`src/rtl/apb_regfile_slave.sv`:
```
// apb_regfile_slave: APB slave exposing NUM_REGS registers of DATA_W bits.
// Writes honour per-byte PSTRB lanes. Misaligned or out-of-range addresses
// complete with pslverr. The core can stall a transfer with u_busy; a
// transfer stalled for WAIT_MAX cycles is completed with pslverr.
// A completed write with at least one strobe set raises wr_valid and
// wr_index for exactly one cycle.
module apb_regfile_slave #(
    parameter  int DATA_W   = 32,
    parameter  int ADDR_W   = 12,
    parameter  int NUM_REGS = 16,
    parameter  int WAIT_MAX = 15,
    localparam int STRB_W   = DATA_W / 8,
    localparam int IDX_W    = (NUM_REGS > 1) ? $clog2(NUM_REGS) : 1
) (
    input  logic                       pclk,
    input  logic                       preset,
    input  logic                       psel,
    input  logic                       penable,
    input  logic                       pwrite,
    input  logic [ADDR_W-1:0]          paddr,
    input  logic [DATA_W-1:0]          pwdata,
    input  logic [STRB_W-1:0]          pstrb,
    input  logic                       u_busy,
    output logic [DATA_W-1:0]          prdata,
    output logic                       pready,
    output logic                       pslverr,
    output logic                       wr_valid,
    output logic [IDX_W-1:0]           wr_index,
    output logic [NUM_REGS*DATA_W-1:0] reg_out
);

    // Byte-lane bits at the bottom of paddr; they must be zero for an access.
    localparam int                 BL         = $clog2(STRB_W);
    localparam int                 WC_W       = $clog2(WAIT_MAX + 1);
    localparam logic [ADDR_W-1:0]  LANE_MASK  = ADDR_W'((1 << BL) - 1);
    // One extra bit so a register count of 2**(ADDR_W-BL) still compares correctly.
    localparam logic [ADDR_W:0]    NUM_REGS_X = (ADDR_W + 1)'(NUM_REGS);
    localparam logic [WC_W-1:0]    WAIT_LIMIT = WC_W'(WAIT_MAX);

    typedef enum logic [1:0] {
        S_IDLE   = 2'd0,
        S_ACCESS = 2'd1,
        S_DONE   = 2'd2
    } state_e;

    state_e                            state_q,    state_d;
    logic [ADDR_W-1:0]                 paddr_q,    paddr_d;
    logic                              pwrite_q,   pwrite_d;
    logic [DATA_W-1:0]                 pwdata_q,   pwdata_d;
    logic [STRB_W-1:0]                 pstrb_q,    pstrb_d;
    logic [WC_W-1:0]                   wait_cnt_q, wait_cnt_d;
    logic [DATA_W-1:0]                 prdata_q,   prdata_d;
    logic                              pready_q,   pready_d;
    logic                              pslverr_q,  pslverr_d;
    logic                              wr_valid_q, wr_valid_d;
    logic [IDX_W-1:0]                  wr_index_q, wr_index_d;
    logic [NUM_REGS-1:0][DATA_W-1:0]   regs_q,     regs_d;

    logic [ADDR_W-1:0]                 idx_full_s;
    logic                              dec_err_s;
    logic [DATA_W-1:0]                 rd_data_s;
    logic                              complete_s;
    logic                              err_s;
    logic                              do_write_s;
    logic [WC_W-1:0]                   wait_inc_s;

    // Decode the latched address and select the addressed register for reads.
    always_comb begin
        idx_full_s = paddr_q >> BL;
        dec_err_s  = (|(paddr_q & LANE_MASK)) || ({1'b0, idx_full_s} >= NUM_REGS_X);
        rd_data_s  = '0;
        for (int i = 0; i < NUM_REGS; i++) begin
            rd_data_s = rd_data_s | ((idx_full_s == ADDR_W'(i)) ? regs_q[i] : '0);
        end
    end

    // Next-state and next-output computation for the transfer FSM.
    always_comb begin
        state_d    = state_q;
        paddr_d    = paddr_q;
        pwrite_d   = pwrite_q;
        pwdata_d   = pwdata_q;
        pstrb_d    = pstrb_q;
        wait_cnt_d = wait_cnt_q;
        prdata_d   = prdata_q;
        wr_index_d = wr_index_q;
        regs_d     = regs_q;
        complete_s = 1'b0;
        err_s      = 1'b0;
        do_write_s = 1'b0;
        wait_inc_s = wait_cnt_q + WC_W'(1);

        case (state_q)
            S_IDLE: begin
                // Only a proper setup phase starts a transfer.
                if (psel && !penable) begin
                    paddr_d    = paddr;
                    pwrite_d   = pwrite;
                    pwdata_d   = pwdata;
                    pstrb_d    = pstrb;
                    wait_cnt_d = '0;
                    state_d    = S_ACCESS;
                end else begin
                    state_d    = S_IDLE;
                end
            end
            S_ACCESS: begin
                if (!psel || !penable) begin
                    // Master abandoned the transfer: drop it silently.
                    state_d = S_IDLE;
                end else if (!u_busy) begin
                    complete_s = 1'b1;
                    err_s      = dec_err_s;
                end else if (wait_inc_s == WAIT_LIMIT) begin
                    // Core stalled too long: force an error completion.
                    wait_cnt_d = wait_inc_s;
                    complete_s = 1'b1;
                    err_s      = 1'b1;
                end else begin
                    wait_cnt_d = wait_inc_s;
                end
            end
            S_DONE: begin
                state_d = S_IDLE;
            end
            default: begin
                state_d = S_IDLE;
            end
        endcase

        if (complete_s) begin
            state_d    = S_DONE;
            do_write_s = !err_s && pwrite_q;
            pready_d   = 1'b1;
            pslverr_d  = err_s;
            wr_valid_d = do_write_s && (|pstrb_q);
            wr_index_d = wr_valid_d ? idx_full_s[IDX_W-1:0] : wr_index_q;
            // Writes leave prdata untouched; errors return zero.
            prdata_d   = err_s ? '0 : (pwrite_q ? prdata_q : rd_data_s);
            for (int i = 0; i < NUM_REGS; i++) begin
                for (int b = 0; b < STRB_W; b++) begin
                    regs_d[i][b*8 +: 8] = (do_write_s && pstrb_q[b] && (idx_full_s == ADDR_W'(i)))
                                          ? pwdata_q[b*8 +: 8] : regs_q[i][b*8 +: 8];
                end
            end
        end else begin
            pready_d   = 1'b0;
            pslverr_d  = 1'b0;
            wr_valid_d = 1'b0;
        end
    end

    // State and output registers with synchronous reset.
    always_ff @(posedge pclk) begin
        if (preset) begin
            state_q    <= S_IDLE;
            paddr_q    <= '0;
            pwrite_q   <= 1'b0;
            pwdata_q   <= '0;
            pstrb_q    <= '0;
            wait_cnt_q <= '0;
            prdata_q   <= '0;
            pready_q   <= 1'b0;
            pslverr_q  <= 1'b0;
            wr_valid_q <= 1'b0;
            wr_index_q <= '0;
            regs_q     <= '0;
        end else begin
            state_q    <= state_d;
            paddr_q    <= paddr_d;
            pwrite_q   <= pwrite_d;
            pwdata_q   <= pwdata_d;
            pstrb_q    <= pstrb_d;
            wait_cnt_q <= wait_cnt_d;
            prdata_q   <= prdata_d;
            pready_q   <= pready_d;
            pslverr_q  <= pslverr_d;
            wr_valid_q <= wr_valid_d;
            wr_index_q <= wr_index_d;
            regs_q     <= regs_d;
        end
    end

    assign prdata   = prdata_q;
    assign pready   = pready_q;
    assign pslverr  = pslverr_q;
    assign wr_valid = wr_valid_q;
    assign wr_index = wr_index_q;
    assign reg_out  = regs_q;

endmodule

```
`config.mk`:
```
export PLATFORM = sky130hd
export DESIGN_NAME = apb_regfile_slave
export DESIGN_NICKNAME = d
export VERILOG_FILES = /design/src/rtl/apb_regfile_slave.sv
export SDC_FILE = /design/constraint.sdc
export NUM_CORES = 1
export LEC_CHECK = 0
export ABC_CLOCK_PERIOD_IN_PS = 3300
export CAP_MARGIN = 20
export CORE_ASPECT_RATIO = 2
export CORE_UTILIZATION = 39
export DETAILED_ROUTE_END_ITERATION = 16
export HOLD_SLACK_MARGIN = 0.06
export PLACE_DENSITY = 0.7
export SETUP_SLACK_MARGIN = 0.4
export SLEW_MARGIN = 5
export SYNTH_ARGS = -nofsm -noshare
export SYNTH_HDL_FRONTEND = slang
export SYNTH_SLANG_ARGS = --single-unit
export TNS_END_PERCENT = 5
```
`constraint.sdc`:
```
create_clock -name pclk -period 3.3 [get_ports pclk]
set_input_delay 0.66 -clock pclk [delete_from_list [all_inputs] [get_ports pclk]]
set_output_delay 0.66 -clock pclk [all_outputs]
set_load 0.01 [all_outputs]
```
==> impl_metrics.toml <==
[setup_path]
reg2regPathDepth = 6
r2r_end = "reg_out[151]"
worstPathCellList = "buf_12 -> nor2_1 -> nand4_4 -> nor2_8 -> mux2i_1 -> nor2_1"
crit_path_frequent_cell = "nor2_1"
critical_path.max_stage_delay_ns = 0.89
arrival_ns = 3.47
worst_ep_required_time_ns = 3.77
worstPathMaxFanout = 18
rr_startpoint = "paddr_q[2]"
cp_slowest_cell = "nor2_1"
r2r_slack_ns = 0.31
cp-end-kind = "flop"
startpoint_type = "flop"
setup.worst_path.class = "reg -> reg"

[final_layout]
layout-drive-gt1-share_pct = 10.6
diodes = 0
nFillCells = 6239
nets = 3894
final_cell_mix = "892 x nand2_1, 603 x clkdlybuf4s50_1, 602 x dfxtp_1"
areaGrowthSynthToFinish_pct = 35.7
seqCellArea_um2 = 12100
final_common_cell = "nand2_1"
multi_input_area_um2 = 13200
layout.cells.non_filler = 4767

[synth]
yosysWarnings = 0
syn_area_um2 = 26400
synth_area_leader_cell = "dfxtp_1"
synth_cell_types = 77
syn_inst = 3275
seq_area_frac_synth_pct = 45.9
synth_area_per_cell_um2 = 8.08
synth_edf_count = 0
netlist_top_cells_area = "dfxtp_1 46%, nand2_1 13%, a21oi_1 10%"
synth_nets = 3331
synth_ff_type = "dfxtp_1"
synth.top_cell.area_share_pct = 45.9
ys_ff_latch = 606
synthArstFlopShare_pct = 0

[power_and_ir_drop]
p_leak_nw = 11.3
ir_worst_vdd_mv = 0.347
cellPowerDensity_nw_per_um2 = 423
finalPower_w = 0.0152

[drt]
via_count = 29200
ant_nets = 0
viasPerCell = 6.12
avgRoutedWirePerCell_um = 31.0
first_iter_violations = 4265
drc_errors = 0
wl_um = 148000
first_pass_iters = 6

[die]
rows = 134
initial_core_util_pct = 39.5
io_pins = 605
die_area_um2 = 68900
die_h_um = 370
core_area_um2 = 66900
die_x_um = 186

[cts]
clock-sinks = 606
clk_pin_slew_ns = 0.07
hold_buffers = 0
cts_buffers = 54
htree_levels = 2
clock_tree.root_cell = "clkbuf_16"
clockBufferDepth = 3
clock_latency_ns = 0.64
cts_tree = "done"

[worst_hold_path]
holdPathStages = 2
worstHoldStart = "preset"
hp-class = "in -> reg"
whs_endpoint = "wait_cnt_q[2]"

[placed_design]
dp_hpwl_um = 108000
port_buffers = 604
numPlacedInstances = 4665
place.gp.congestion = 1.03

[grt]
grt_pass1_vias = 27000
grt_max_degree = 195
globalRouteTotalUtil_pct = 41.7
grt_pass1_wl_um = 203000
antenna_found_initial = 4
grt_overflow_total = 0

[sta]
max_freq_mhz = 334
finalSetupViolCount = 0
period_share_pct = 90.8
slew_viol_final = 0
period_minus_slack_ns = 2.99
relSlewSlack_pct = 21.2
final_hold_viol_count = 0
worst_slew_pin_slew_ns = 1.17
finalSetupTns_ns = 0
fin_skew_ns = 0.0333
rsz0062_at_grt = "yes"

[status]
status = "completed"

[job]
cap_violations = 0
## synthesized netlist by cell type (all sizes together) (2+ instances only)
| cell type | n |
|---|---|
| a32o | 2 |
| inv | 6 |
| nor3 | 27 |
| or4 | 4 |
| dfxtp | 606 |
| o221ai | 6 |
| or3 | 3 |
| a31oi | 5 |
| o32ai | 9 |
| a222oi | 7 |
| o211ai | 7 |
| buf | 68 |
| ha | 2 |
| a22o | 23 |
| nand3 | 39 |
| a221o | 2 |
| o2bb2ai | 17 |
| nand2b | 6 |
| nor2 | 158 |
| mux2i | 165 |
| a32oi | 3 |
| a22oi | 47 |
| o22ai | 31 |
| nor3b | 2 |
| and2 | 4 |
| a211oi | 7 |
| mux2 | 26 |
| clkbuf | 204 |
| a21oi | 547 |
| a2111oi | 3 |
| nand4 | 7 |
| a21o | 7 |
| and4b | 2 |
| or2 | 4 |
| nor4 | 9 |
| nand3b | 3 |
| and3 | 10 |
| mux4 | 10 |
| nand2 | 900 |
| a221oi | 14 |
| or4b | 2 |
| o21ai | 237 |
| nor2b | 14 |
| or3b | 5 |
## flip-flops by register name, summed over array words and instances (netlist names)
signal and flops:
reg_out 512, prdata 32, pwdata_q 32, paddr_q 12
pstrb_q 4, wait_cnt_q 4, wr_index 4, state_q 2
pready 1, pslverr 1, pwrite_q 1, wr_valid 1
## layout make-up
cell class | instances | share of cell area, %
well taps | 884 | 3.08
inverters | 6 | 0.0627
clock inverters | 21 | 0.579
multi-input cells | 2391 | 36.8
clock buffers | 80 | 4.64
repair buffers | 779 | 21.0
flip-flops and latches | 606 | 33.8
## report_power, final
part / internal [W] / total, W / switching [W]
Sequential: 0.00734 / 0.00750 / 0.000160
Clock: 0.00374 / 0.00681 / 0.00307
Combinational: 0.000252 / 0.000896 / 0.000644
Total: 0.0113 / 0.0152 / 0.00387
## metal layers
| layer | vias to the layer above | wire length, µm | global-route usage [%] |
|---|---|---|---|
| met3 | 629 | 16400 | 9.94 |
| li1 | 12400 | - | - |
| met1 | 13700 | 49800 | 47.4 |
| met5 | - | 62 | 0 |
| met4 | 8 | 16100 | 36.6 |
| met2 | 2333 | 65200 | 64.6 |
## worst max-delay path: cells and delay by family, from the launching register on
family        cells  cell delay, ns
simple gates      4            1.86
buf+inv           1            0.24
flops             1            0.47
mux               1            0.25
## logic make-up (layout without fill, tap and decap cells)
kind of cell,after synthesis,count (layout),synth area share [%]
simple gates,1203,1203,20.5
compound gates,985,985,20.9
flops,606,606,45.9
buf+inv,278,886,4.47
mux,201,201,8.20
fa+ha+maj,2,2,0.0946
## worst max path at each step
| stage | startpoint | to | slack (ns) | cells past startpoint |
|---|---|---|---|---|
| 3_5_place_dp | penable | reg_out[461] | 0.16 | 9 |
| 5_1_grt | paddr_q[7] | reg_out[503] | 0.30 | 8 |
| 3_3_place_gp | penable | reg_out[461] | 0.20 | 9 |
| 6_report | paddr_q[2] | reg_out[151] | 0.31 | 6 |
| 2_1_floorplan | u_busy | reg_out[35] | 0.98 | 7 |
| 4_1_cts | paddr_q[7] | reg_out[86] | 0.38 | 7 |
## through the flow
stage | area, µm² | hold WS, ns | setup WS [ns] | util, %
3_5_place_dp | 34000 | 0.443 | 0.159 | 50.8
4_1_cts | 35900 | 0.407 | 0.376 | 53.6
2_1_floorplan | 26400 | 0.431 | 0.984 | -
5_1_grt | 35900 | 0.415 | 0.302 | 53.7
3_3_place_gp | 34000 | 0.438 | 0.198 | 50.8
6_report | 35900 | 0.411 | 0.305 | 53.7
## timing repair
item / CTS / global route
setup buffers: 0 / 1
endpoints found under the hold margin: 0 / 0
gates resized for setup: 2 / 0
pin swaps: 0 / 0
endpoints found under the setup margin: 28 / 57
Power figures use the tool's default switching activity.
